File: src/rtl/pipe_if_id.sv
// IF/ID pipeline register: holds the fetched PC/instruction for decode, with hazard stall and flush.
// Optional build macro PIPE_IF_ID_VALID_EN adds VALID_OUT, a flag that tells a real slot from a bubble.
module pipe_if_id #(
    parameter int unsigned           WIDTH       = 32,
    parameter logic [WIDTH-1:0]      FLUSH_VALUE = '0
) (
    input  logic             clk,
    input  logic             rst,
    input  logic             FLUSH,
    input  logic             STALL,
    input  logic [WIDTH-1:0] PC_IN,
    input  logic [WIDTH-1:0] INSTRUCTION_IN,
    output logic [WIDTH-1:0] PC_OUT,
`ifdef PIPE_IF_ID_VALID_EN
    output logic [WIDTH-1:0] INSTRUCTION_OUT,
    output logic             VALID_OUT
`else
    output logic [WIDTH-1:0] INSTRUCTION_OUT
`endif
);

    // Reset is tested first so X on FLUSH/STALL during reset cannot reach the outputs.
    always_ff @(posedge clk or negedge rst) begin
        if (!rst) begin
            PC_OUT          <= FLUSH_VALUE;
            INSTRUCTION_OUT <= FLUSH_VALUE;
        end else if (FLUSH) begin
            PC_OUT          <= FLUSH_VALUE;
            INSTRUCTION_OUT <= FLUSH_VALUE;
        end else if (!STALL) begin
            PC_OUT          <= PC_IN;
            INSTRUCTION_OUT <= INSTRUCTION_IN;
        end
    end

`ifdef PIPE_IF_ID_VALID_EN
    always_ff @(posedge clk or negedge rst) begin
        if (!rst) begin
            VALID_OUT <= 1'b0;
        end else if (FLUSH) begin
            VALID_OUT <= 1'b0;
        end else if (!STALL) begin
            VALID_OUT <= 1'b1;
        end
    end
`endif

endmodule

File: config.mk
export PLATFORM = sky130hd
export DESIGN_NAME = pipe_if_id
export DESIGN_NICKNAME = d
export VERILOG_FILES = /design/src/rtl/pipe_if_id.sv
export SDC_FILE = /design/constraint.sdc
export NUM_CORES = 1
export LEC_CHECK = 0
export BUFFER_PORTS_ARGS = -buffer_cell sky130_fd_sc_hd__buf_2
export CAP_MARGIN = 20
export CORE_MARGIN = 1
export CORE_UTILIZATION = 40
export CTS_CLUSTER_DIAMETER = 50
export DETAILED_ROUTE_END_ITERATION = 12
export PLACE_DENSITY = 0.72
export SLEW_MARGIN = 20
export SYNTH_ARGS = -nofsm -noshare
export SYNTH_HDL_FRONTEND = slang
export SYNTH_SLANG_ARGS = --single-unit
export TNS_END_PERCENT = 30
File: constraint.sdc
create_clock -name clk -period 2 [get_ports clk]
set_clock_uncertainty 0.15 [all_clocks]
set_input_delay 0.2 -clock clk [delete_from_list [all_inputs] [get_ports clk]]
set_output_delay 0.2 -clock clk [all_outputs]
set_load 0.01 [all_outputs]
---- Word level (Yosys, flattened, before mapping) ----
Cells that the tools add are included.
operators by class
  equal/unequal tests ..................... 1
  multiplexer cells ....................... 4
operators by type and width
  operator                              number
  two-way mux 32 bit                    4
  != test 2 bit, second input constant  1
word-level totals
  logic and storage cells ................. 7
  bits in registers ....................... 64
  output and inout bits ................... 64
  bits of input ports ..................... 68

---- Logic depth before layout (Yosys ltp) ----
  depth in word-level cells ............... 2
  mapped depth ............................ 4
  gate-level depth less buffers ........... 2

---- Worst setup path before layout ----
No wires, ideal clock.
  path kind ............................... input -> register
  start ................................... input port STALL
  end ..................................... register INSTRUCTION_OUT[0]
  slack ................................... 0.990 ns
  cell stages on the path ................. 4
  path buffers ............................ 2
  required time ........................... 1.718 ns
  library setup time ...................... 0.132 ns
  data arrival time ....................... 0.728 ns
  cell sequence ........................... buf_6 -> buf_8 -> mux2i_1 -> nor2_1
on the way
  longest elaborated chain between the ends .. 1
ends and longest elaborated chain
  what                     line  source
  start, declared          10    input logic STALL,
  != test 2 bit (no line)  -
  end signal, assigned     26    INSTRUCTION_OUT <= FLUSH_VALUE;
  end signal, assigned     29    INSTRUCTION_OUT <= FLUSH_VALUE;
  end signal, assigned     32    INSTRUCTION_OUT <= INSTRUCTION_IN;
  end, declared            18    output logic [WIDTH-1:0] INSTRUCTION_OUT
Every way passes these cells.
A chain may end at the register's enable or synchronous reset.

---- Final worst setup path ----
  start ................................... register INSTRUCTION_OUT[14]
  end ..................................... output port INSTRUCTION_OUT[14]
No word-level cell between the ends.

==> results.md <==
* Outcome: completed
* Largest stage delay, worst path at 0.39 ns
* Die footprint at 6860 um2
* Vias per cell at 4.61
* Routed len/inst at 13.2 um
* Core area at 6310 um2
* Yosys warning count at 0
* Total GRT Usage at 18.4%
* Multiplexer area fraction after synthesis at 24.5%
* Worst hold start: INSTRUCTION_IN[18]
* Synth Area in Compound Gates at 0%
* WP depth at 1
* Die Ht at 82.8 um
* Final slew viol count at 0
* Final hold vios at 0
* CTS root buffer: clkbuf_8
* Most frequent cells in the layout: buf_2, dfrtp_1, mux2i_1, nor2_1, dlygate4sd3_1
* Hold WS at 0.0282 ns
* Commonest non-fill, non-tap cell in the layout: buf_2
* Initial Utilization at 41.4%
* Finished Layout Cells at 479
* Setup bufs post-CTS at 0
* Seq/Total Area, Yosys at 61.3%
* Vias in the first global route at 2087
* Max cap viols at 0
* Hold depth at 3
* Diode count at 0
* Max rail drop VDD at 0.443 mV
* Setup slack, reg-to-reg at 1.09 ns
* Flops & latches, synth at 64
* FMAX at 825 MHz
* Crit path max-delay family: flip-flops
* Post-DP HPWL at 3620 um
* Synth Instances at 206
* TritonCTS Sinks at 64
* Number of routed nets with antenna violations at 0
* Cell count of the worst reg-to-reg path at 2
* Largest family of logic cells by synthesized area: multiplexers
* Critical path peak fanout at 2
* Synth Area in Adders at 0%
* Worst hold path type: in -> reg
* IO Port Bufs at 131
* Slew HR at 65.9%
* Seq pwr share at 49.0%
* Worst Path Buf+Inv at 1
* Pwr dens at 702 nW/um2
* Worst r2r src: INSTRUCTION_OUT[27]
* Fin util at 64.8%
* Post-Route WL at 6310 um
* Synth Area in XOR/XNOR at 0%
* Setup Crit Path Kind: reg -> out
* Arr. time, crit path at 0.86 ns
* Switching pwr at 0.679 mW
* Design area at 4090 um2
* Sw Ratio at 23.7%
* Gpl congestion at 0.658
* Leak Pwr at 2.31 nW
* Actual slew at the worst max-slew pin at 0.512 ns
* Power Internal at 2.19 mW
* Final cycle utilization of the critical path at 60.6%
* Num CTS Buffers at 9
* Total Power at 2.87 mW
* Simple-gate share of the synthesized area at 9.20%
* Endpoints failing setup at 0
* Post-cts sizing count at 0
* FP Rows at 29
* Slowest CP cell: dfrtp_1
* Syn nets at 274
* Layout cell share with drive strength beyond 1 at 36.8%
* Crit start category: flip-flop
* Clk buf depth at 2
* Total grt overflow at 0
* Pre-CTS setup slack at 0.634 ns
* Clock Power Share at 34.3%
* Comb pwr share at 16.7%
* Latest clock arrival within the worst-skew pair at 0.32 ns
* Total negative slack at 0 ns
* Drt drc at 0
* Area Overhead vs Synth at 56.7%
* Mapped Area at 2610 um2
* Antenna violations before repair at 0
* Worst-path clk slew at 0.06 ns
* Synthesized area per cell at 12.7 um2
* Fill cell count at 504
* Worst setup margin at 0.788 ns
* Synth cell types at 7
* IO Count at 132
* RSZ-0062 raised after global routing: false
* Placed cell area at 3290 um2
* DRT iter0 DRCs at 57
* Die Wd at 82.8 um
* Critical path required time at 1.65 ns
* Critical path cell sequence: buf_2
* Routed via count at 2207
* Fin crit period at 1.21 ns
* Origin of the worst setup path: INSTRUCTION_OUT[14]
* First-pass GRT wire length at 9230 um
* CTS HTree Levels at 3
* Drt first pass iters at 4
* Post-placement cell count at 404
* Largest net degree at the start of global routing at 65
* CTS tree: done
* Crit. End Element: output port
* Nets at 468
## what timing repair did
item	CTS	global route
endpoints found under the hold margin	125	0
hold buffers	62	0
endpoints found under the setup margin	0	0
## metal layers
layer | global-route usage (%) | share of wire (%) | up-vias
met5 | 0 | 0 | -
met4 | 7.76 | 0.84 | 0
met3 | 4.04 | 5.9 | 5
met2 | 32.5 | 50 | 90
met1 | 21.5 | 43 | 1041
li1 | - | - | 1071
## power by group through the flow
stage	sequential [mW]	clock, mW	combinational, mW
finish	1.41	0.985	0.480
floorplan	1.46	0	0.171
CTS	1.41	1.02	0.479
global route	1.41	1.08	0.529
detailed placement	1.43	0	0.387
global placement	1.43	0	0.379
## registers in the layout (all words and copies together) (netlist names)
signal / count
INSTRUCTION_OUT: 32
PC_OUT: 32
## area by class of cell
class / count / area, um2 / share of cell area, %
flip-flops and latches: 64 / 1600 / 39.1
clock buffers: 13 / 179 / 4.37
repair buffers: 197 / 1330 / 32.6
multi-input cells: 128 / 881 / 21.5
well taps: 77 / 96.3 / 2.35
## cell usage after synthesis
cell type   n  area (um2)
buf_1       6        22.5
buf_6       1        11.3
buf_8       6        90.1
clkbuf_2    1        5.00
dfrtp_1    64        1600
mux2i_1    64         641
nor2_1     64         240
## logic make-up (layout without fill, tap and decap cells)
family,Yosys count,count (layout)
AND/OR/NAND/NOR,64,64
buffers and inverters,14,210
multiplexers,64,64
flip-flops,64,64
## final timing paths
kind	to
max	INSTRUCTION_OUT[14]
min	INSTRUCTION_OUT[18]
max reg2reg	INSTRUCTION_OUT[27]
min reg2reg	INSTRUCTION_OUT[0]
max in group asynchronous	PC_OUT[11]
min in group asynchronous	INSTRUCTION_OUT[4]
Power figures use the tool's default switching activity.
